===== src/rtl/double_dabble_seq_pkg.sv =====
// Shared definitions for the sequential binary-to-BCD converter and the
// display modules that consume its output.
//   state_t    : converter FSM states (IDLE=0, SHIFT=1, DONE=2)
//   bcd_digits : number of BCD digits needed to hold 2^w - 1, so every
//                display block sizes its digit bus the same way.
package double_dabble_seq_pkg;

   typedef enum logic [1:0] {
      IDLE  = 2'd0,
      SHIFT = 2'd1,
      DONE  = 2'd2
   } state_t;

   // floor(w * log10(2)) + 1, with log10(2) approximated as 0.30103
   function automatic int bcd_digits(input int w);
      return (w * 30103) / 100000 + 1;
   endfunction

endpackage


===== src/rtl/bcd_add3.sv =====
// Double-dabble digit correction: adds 3 to a BCD digit greater than 4 so
// that the following left shift carries correctly into the next digit.
//   din  : scratch digit before correction
//   dout : corrected digit (4-bit result, no carry out)
module bcd_add3 (
   input  logic [3:0] din,
   output logic [3:0] dout
);

   assign dout = (din > 4'd4) ? din + 4'd3 : din;

endmodule


===== src/rtl/double_dabble_seq.sv =====
// Sequential binary-to-BCD converter (shift-and-add-3, one input bit per
// clock) with optional two's-complement input and leading-zero blank flags.
// Sits between counter/RTC arithmetic and the display drivers.
//   clk       : system clock, rising edge
//   resetn    : asynchronous active-low reset
//   in_valid  : binary holds a value to convert
//   in_ready  : converter idle, next in_valid is accepted
//   binary    : value to convert, sampled only on the accept edge
//   out_valid : bcd/sign/blank hold a finished result
//   out_ready : consumer takes the result
//   bcd       : packed BCD, digit k at [4k+3:4k]
//   sign      : input was negative (only possible when SIGNED=1)
//   blank     : bit k set when digit k and all higher digits are zero
//
// state | meaning
// IDLE  | waiting for in_valid, in_ready high
// SHIFT | one magnitude bit shifted into the scratch digits per edge
// DONE  | result presented, held until out_ready
module double_dabble_seq
   import double_dabble_seq_pkg::*;
#(
   parameter int WIDTH_I = 8,
   parameter int SIGNED  = 0,
   parameter int DIGITS  = bcd_digits(WIDTH_I)
) (
   input  logic                  clk,
   input  logic                  resetn,
   input  logic                  in_valid,
   output logic                  in_ready,
   input  logic [WIDTH_I-1:0]    binary,
   output logic                  out_valid,
   input  logic                  out_ready,
   output logic [4*DIGITS-1:0]   bcd,
   output logic                  sign,
   output logic [DIGITS-1:0]     blank
);

   localparam int SW = 4 * DIGITS;
   localparam int CW = (WIDTH_I > 1) ? $clog2(WIDTH_I) : 1;
   localparam logic [CW-1:0]      CNT_INIT  = CW'(WIDTH_I - 1);
   localparam logic [CW-1:0]      CNT_ONE   = CW'(1);
   localparam logic [WIDTH_I-1:0] ONE       = WIDTH_I'(1);
   localparam logic [DIGITS-1:0]  BLANK_RST = ~DIGITS'(1);

   state_t              state;
   logic [WIDTH_I-1:0]  mag;
   logic [SW-1:0]       scratch;
   logic [CW-1:0]       cnt;
   logic                sign_r;
   logic [SW-1:0]       adj;
   logic [SW-1:0]       shifted;
   logic [DIGITS-1:0]   blank_nxt;
   logic                higher_zero;
   logic                neg_in;
   logic                unused_adj_msb;

   always @(posedge clk) begin
      assert (DIGITS >= bcd_digits(WIDTH_I))
         else $error("double_dabble_seq: DIGITS=%0d too small for WIDTH_I=%0d", DIGITS, WIDTH_I);
   end

   genvar g;
   generate
      for (g = 0; g < DIGITS; g++) begin : g_digit
         bcd_add3 u_add3 (
            .din  (scratch[4*g +: 4]),
            .dout (adj[4*g +: 4])
         );
      end
   endgenerate

   // The top scratch bit is always zero after correction because DIGITS
   // is large enough for the full input range, so it simply drops out.
   assign shifted        = {adj[SW-2:0], mag[WIDTH_I-1]};
   assign unused_adj_msb = adj[SW-1];

   assign neg_in   = (SIGNED != 0) && binary[WIDTH_I-1];
   assign in_ready = (state == IDLE);

   always_comb begin
      higher_zero = 1'b1;
      blank_nxt   = '0;
      for (int k = DIGITS - 1; k >= 1; k--) begin
         higher_zero  = higher_zero & (shifted[4*k +: 4] == 4'd0);
         blank_nxt[k] = higher_zero;
      end
   end

   always_ff @(posedge clk or negedge resetn) begin
      if (!resetn) begin
         state     <= IDLE;
         mag       <= '0;
         scratch   <= '0;
         cnt       <= '0;
         sign_r    <= 1'b0;
         out_valid <= 1'b0;
         bcd       <= '0;
         sign      <= 1'b0;
         blank     <= BLANK_RST;
      end else begin
         case (state)
            IDLE: begin
               if (in_valid) begin
                  // ~x+1 of the most negative value wraps to 2^(WIDTH_I-1),
                  // which is exactly its unsigned magnitude.
                  mag     <= neg_in ? (~binary + ONE) : binary;
                  sign_r  <= neg_in;
                  scratch <= '0;
                  cnt     <= CNT_INIT;
                  state   <= SHIFT;
               end
            end
            SHIFT: begin
               scratch <= shifted;
               mag     <= mag << 1;
               if (cnt == '0) begin
                  bcd       <= shifted;
                  sign      <= sign_r;
                  blank     <= blank_nxt;
                  out_valid <= 1'b1;
                  state     <= DONE;
               end else begin
                  cnt <= cnt - CNT_ONE;
               end
            end
            DONE: begin
               if (out_ready) begin
                  out_valid <= 1'b0;
                  state     <= IDLE;
               end
            end
            default: state <= IDLE;
         endcase
      end
   end

endmodule


===== config.mk =====
export PLATFORM = sky130hd
export DESIGN_NAME = double_dabble_seq
export DESIGN_NICKNAME = d
export VERILOG_FILES = /design/src/rtl/double_dabble_seq_pkg.sv /design/src/rtl/bcd_add3.sv /design/src/rtl/double_dabble_seq.sv
export SDC_FILE = /design/constraint.sdc
export NUM_CORES = 1
export LEC_CHECK = 0
export CAP_MARGIN = 15
export CORE_MARGIN = 2
export CORE_UTILIZATION = 45
export DETAILED_ROUTE_END_ITERATION = 16
export GPL_TIMING_DRIVEN = 0
export PLACE_DENSITY = 0.69
export SETUP_SLACK_MARGIN = 0.02
export SKIP_CTS_REPAIR_TIMING = 1
export SYNTH_ARGS = -nofsm -noshare
export SYNTH_HDL_FRONTEND = slang
export SYNTH_SLANG_ARGS = --single-unit

===== constraint.sdc =====
create_clock -name clk -period 1.68 [get_ports clk]
set_input_delay 0.336 -clock clk [delete_from_list [all_inputs] [get_ports clk]]
set_output_delay 0.336 -clock clk [all_outputs]
set_load 0.01 [all_outputs]

Word level (Yosys, flattened, before mapping):

Index checks and enable logic that the tools add are counted.

* register bits after elaboration: 40
* latch bits: 0
* RAM bits: 0
* bits in read-only memories: 0
* output and inout port bits: 18
* memories kept: 0

* add/subtract/negate cells: 4
* $mul: 0
* divide/modulo/power cells: 0
* order comparisons: 3
* eq/ne operators: 6
* shift-type cells: 0
* muxes and demuxes: 17
* bitwise gates (word level): 1
* reduce and logical (&&, ||, !) cells: 11

Operator list (count)
* 12-bit one-hot mux with 2 select lines: 1
* 8-bit one-hot mux with 2 select lines: 1
* 4-bit by 3-bit greater-than comparator with 1-bit output, second input constant: 3
* 12-bit two-way mux: 1
* 3-bit two-way mux: 3
* 3-bit AND reduction: 3
* 4-bit by 2-bit adder with 4-bit output, second input constant: 2
* 4-bit logical NOT: 2
* 4-bit two-way mux: 2
* 8-bit two-way mux: 1
* 2-bit != test, second input constant: 4
* 2-bit two-way mux: 3
* 2-bit one-hot mux with 3 select lines: 1
* 3-bit one-hot mux with 2 select lines: 1
* 2-bit AND reduction: 2
* 2-bit nonzero test: 2
* 3-bit by 2-bit adder with 3-bit output, second input constant: 1
* 3-bit logical NOT: 1
* 3-bit by 1-bit subtractor with 3-bit output, second input constant: 1
* 2-bit by 1-bit equality test with 1-bit output, second input constant: 1
* 2-bit equality test, second input constant: 1
* 2-bit logical NOT: 1
* 1-bit two-way mux: 2
* 1-bit one-hot mux with 2 select lines: 1
* 1-bit AND: 1

Logic depth before layout (Yosys ltp):

* depth in word-level cells: 4
* mapped depth: 8
* gate-level depth less buffers: 8

Hierarchy:

A second synthesis with hierarchy kept.

* cells, all modules: 174
* area total of the unflattened synthesis: 2013.2 um2

By module, submodules not included
* double_dabble_seq: instances 1, cells an instance 129, area each 1701.6 um2, seq. area each 1003.5 um2
* bcd_add3: instances 3, cells an instance 15, area each 103.8 um2, seq. area each 0.0 um2

Worst setup path before layout:

Ideal clock, no wire load.

* path type: register to register
* start: register cnt[0]
* end: register blank[1]
* setup time: 86 ps
* arrival time: 1441 ps
* path slack: 153 ps
* cell stages (with the launch flop): 8
* clock period less this slack: 1527 ps
* cells stage by stage: dfrtp_1 inv_1 ha_1 ha_1 nand2_4 and3b_1 nand4_2 o31ai_2

* word-level cells in the longest chain between the ends: 2

Ends and longest elaborated chain
* from (decl): RTL line double_dabble_seq.sv:48 `logic [CW-1:0] cnt;`
* from (signal assigned): RTL line double_dabble_seq.sv:123 `cnt <= cnt - CNT_ONE;`
* 3-bit logical NOT: RTL line double_dabble_seq.sv:116 `if (cnt == '0) begin`
* 2-bit AND reduction (no line)
* to (signal assigned): RTL line double_dabble_seq.sv:119 `blank <= blank_nxt;`
* to (decl): RTL line double_dabble_seq.sv:35 `output logic [DIGITS-1:0] blank`

Every way passes these cells.
A chain may end at the register's enable or synchronous reset.

Worst setup path in the final report:

Ends and elaborated chain as after synthesis.

==> impl_metrics.prom <==
# TYPE chip_impl_metric gauge
chip_impl_info{name="status",value="complete, no violations"} 1
chip_impl_metric{name="area_of_the_die",unit="µm²"} 4870
chip_impl_metric{name="placeableCoreArea",unit="µm²"} 4090
chip_impl_metric{name="synth_area",unit="µm²"} 1950
chip_impl_metric{name="leakage",unit="nW"} 1.20
chip_impl_info{name="hp-class",value="input port to async pin"} 1
chip_impl_metric{name="grt_pass1_wl",unit="µm"} 6710
chip_impl_metric{name="num-nets-final",unit=""} 263
chip_impl_metric{name="area_occupied_by_multi_input_gates",unit="µm²"} 891
chip_impl_metric{name="synthesis.instances",unit=""} 204
chip_impl_metric{name="boundaryPins",unit=""} 30
chip_impl_metric{name="placed_cells",unit=""} 282
chip_impl_metric{name="seq_area_frac_synth",unit=""} 0.515
chip_impl_metric{name="critPathRequiredTime",unit="ps"} 1890
chip_impl_metric{name="power.total",unit="W"} 0.00463
chip_impl_metric{name="firstDrtPassIters",unit=""} 4
chip_impl_metric{name="die-width",unit="µm"} 69.8
chip_impl_info{name="critPathLaunchType",value="flop"} 1
chip_impl_metric{name="n_antenna_cell",unit=""} 0
chip_impl_metric{name="synth_edf_count",unit=""} 0
chip_impl_metric{name="viasPerCell",unit=""} 5.06
chip_impl_metric{name="largest_net_degree_at_the_start_of_global_routing",unit=""} 41
chip_impl_metric{name="max_cap_violations",unit=""} 0
chip_impl_info{name="layout_common_cells",value="dfrtp_1 (38), nand2_1 (34), o21ai_0 (34)"} 1
chip_impl_info{name="reg2reg_to",value="blank[1]"} 1
chip_impl_metric{name="finalNonFillerCells",unit=""} 295
chip_impl_metric{name="fraction_of_layout_instances_using_a_drive_strength_above_1",unit=""} 0.184
chip_impl_metric{name="yosys_warnings",unit=""} 0
chip_impl_metric{name="timing.final.max_slew_violations",unit=""} 0
chip_impl_metric{name="cts_inserted_buffers",unit=""} 5
chip_impl_metric{name="critical_path_arrival",unit="ps"} 1810
chip_impl_metric{name="max-clock-path-buffers",unit=""} 2
chip_impl_metric{name="rr_worst_depth",unit=""} 7
chip_impl_metric{name="setup_viol",unit=""} 0
chip_impl_info{name="timing.critical_path.to_type",value="flop"} 1
chip_impl_metric{name="use_met1",unit=""} 0.228
chip_impl_metric{name="area_delta_synth_final",unit="%"} 27.3
chip_impl_metric{name="grt_antenna_before_repair",unit=""} 0
chip_impl_metric{name="clk-insertion-delay-late",unit="ps"} 300
chip_impl_metric{name="clkSinkCount",unit=""} 40
chip_impl_metric{name="worst_slew_margin_relative_to_its_limit",unit=""} 0.404
chip_impl_metric{name="initial_drt_markers",unit=""} 41
chip_impl_info{name="reg2reg_from",value="cnt[0]"} 1
chip_impl_metric{name="synth.ff_latch_count",unit=""} 40
chip_impl_metric{name="chipHeight",unit="µm"} 69.8
chip_impl_info{name="final_common_cell",value="dfrtp_1"} 1
chip_impl_metric{name="ant_nets",unit=""} 0
chip_impl_metric{name="grt_util_met3",unit=""} 0.0480
chip_impl_metric{name="final-hold-violation-count",unit=""} 0
chip_impl_metric{name="via_count",unit=""} 1493
chip_impl_metric{name="final.min_clock_period",unit="ps"} 1600
chip_impl_info{name="grt.busiest_layer",value="met2"} 1
chip_impl_metric{name="core.rowCount",unit=""} 23
chip_impl_info{name="synthFlopType",value="dfrtp_1"} 1
chip_impl_metric{name="global_route.usage.total",unit=""} 0.177
chip_impl_metric{name="gp_congestion",unit=""} 0.751
chip_impl_metric{name="clock_skews",unit="ps"} 13.1
chip_impl_metric{name="average_instance_area_after_synthesis",unit="µm²"} 9.56
chip_impl_info{name="ws_path_type",value="flop to flop"} 1
chip_impl_metric{name="tightestPinTransition",unit="ps"} 894
chip_impl_metric{name="layout.cell_area.non_filler",unit="µm²"} 2480
chip_impl_metric{name="clk_transition_reported_paths",unit="ps"} 80
chip_impl_metric{name="synth-async-reset-ratio",unit=""} 1.00
chip_impl_info{name="unrepaired_setup_endpoints_after_global_routing",value="no"} 1
chip_impl_metric{name="gr-total-overflow",unit=""} 0
chip_impl_metric{name="wirelength",unit="µm"} 3910
chip_impl_metric{name="drt_drc_violations_left",unit=""} 0
chip_impl_metric{name="synthDistinctLibCells",unit=""} 30
chip_impl_info{name="cts_root_buffer",value="clkbuf_8"} 1
chip_impl_info{name="tritoncts",value="built"} 1
chip_impl_metric{name="ir_worst_vdd",unit="mV"} 0.784
chip_impl_metric{name="numPortBuffers",unit=""} 27
chip_impl_metric{name="gr-usage-met2",unit=""} 0.277
chip_impl_metric{name="layout.filler_cells",unit=""} 341
chip_impl_metric{name="ctsHtreeMaxLevel",unit=""} 2
chip_impl_metric{name="maxClockFrequency",unit="MHz"} 626
chip_impl_metric{name="floorplan.initialDensity",unit=""} 0.477
chip_impl_metric{name="routedWlPerCell",unit="µm"} 13.3
chip_impl_metric{name="ff_latch_area",unit="µm²"} 1000
chip_impl_metric{name="detailed_place_hpwl",unit="µm"} 2590
chip_impl_metric{name="post-route-period-util",unit=""} 0.951
chip_impl_metric{name="r2r_setup_slack",unit="ps"} 80
chip_impl_metric{name="place_area",unit="µm²"} 2280
chip_impl_metric{name="number_of_global_route_vias_before_repair",unit=""} 1451
chip_impl_metric{name="powerDensity",unit="nW/µm²"} 1870
chip_impl_metric{name="worst-path-max-fanout",unit=""} 7
==> worst max-delay path, cell delays in order (launching register included) <==
cell     delay (ps)
dfrtp_1         400
inv_1            70
ha_2            190
ha_4            160
nand2_4          80
and3b_2         290
nand4_4          90
o31ai_2         230
==> flip-flops by register name, summed over array words and instances (netlist names) <==
name       cells
bcd           12
blank          2
cnt            3
mag            8
out_valid      1
scratch       12
state          2
==> worst max-delay path by stage <==
stage | start | end | slack [ps] | cells past startpoint
after global routing | cnt[0] | blank[1] | 3 | 7
after floorplan | cnt[0] | blank[1] | 150 | 7
after global placement | resetn | bcd[9] | -730 | 1
after detailed placement | in_valid | mag[5] | -370 | 5
final | cnt[0] | blank[1] | 80 | 7
after CTS | state[1] | in_ready | -150 | 3
==> metal layers <==
| layer | up-vias | share of wire | wire length, µm |
|---|---|---|---|
| met4 | 0 | 0.021 | 84 |
| met1 | 705 | 0.48 | 1890 |
| met2 | 23 | 0.46 | 1780 |
| met3 | 6 | 0.038 | 150 |
| li1 | 759 | - | - |
| met5 | - | 0 | 0 |
==> kinds of logic (layout without fill, tap and decap cells) <==
| logic type | count (synthesis) | after routing | share of synthesized area |
|---|---|---|---|
| AOI/OAI and AO/OA | 56 | 56 | 0.155 |
| xor gates and xnor gates | 3 | 3 | 0.0135 |
| adders and majority gates | 7 | 7 | 0.0449 |
| buffers and inverters | 26 | 66 | 0.0629 |
| DFF | 40 | 40 | 0.515 |
| muxes | 13 | 13 | 0.0693 |
| other | 1 | 2 | 0.00192 |
| and+or+nand+nor | 58 | 58 | 0.137 |
==> per-stage QoR <==
stage | hold WS (ps) | worst slack [ps] | TNS [ps] | utilization
6_report | 161 | 82.4 | 0 | 0.607
4_1_cts | 183 | -151 | -1230 | 0.578
3_5_place_dp | 453 | -369 | -5000 | 0.558
2_1_floorplan | 40.4 | 153 | 0 | -
3_3_place_gp | 448 | -727 | -33150 | 0.559
5_1_grt | 223 | 2.66 | 0 | 0.607
==> power breakdown <==
group | total, W | leakage, nW | switching, W | internal [W]
combinational | 0.00237 | 0.667 | 0.00125 | 0.00112
clock | 0.000630 | 0.0422 | 0.000338 | 0.000292
sequential | 0.00164 | 0.493 | 0.000246 | 0.00139
total | 0.00463 | 1.20 | 0.00183 | 0.00280
==> layout make-up <==
type	instances	area share
Tap cell	50	0.0252
Multi-Input combinational cell	139	0.359
Clock inverter	1	0.00202
Clock buffer	7	0.0307
Timing Repair Buffer	32	0.125
Buffer	12	0.0328
Sequential cell	40	0.404
Inverter	14	0.0212
==> Yosys cell counts, types with 2 or more instances <==
cell type | count | share of area
dfrtp_1 | 38 | 0.49
o21ai_0 | 36 | 0.092
nand2_1 | 34 | 0.065
inv_1 | 14 | 0.027
a21oi_1 | 13 | 0.033
nor2_1 | 11 | 0.021
mux2i_1 | 9 | 0.046
ha_1 | 7 | 0.045
clkbuf_1 | 6 | 0.012
nor3_1 | 5 | 0.013
mux2_2 | 4 | 0.023
xnor2_1 | 3 | 0.013
a21o_1 | 2 | 0.0077
buf_2 | 2 | 0.0051
buf_4 | 2 | 0.0077
buf_6 | 2 | 0.012
dfstp_2 | 2 | 0.027
nor2b_1 | 2 | 0.0064
Note: power is estimated with default switching activity, not from simulation.
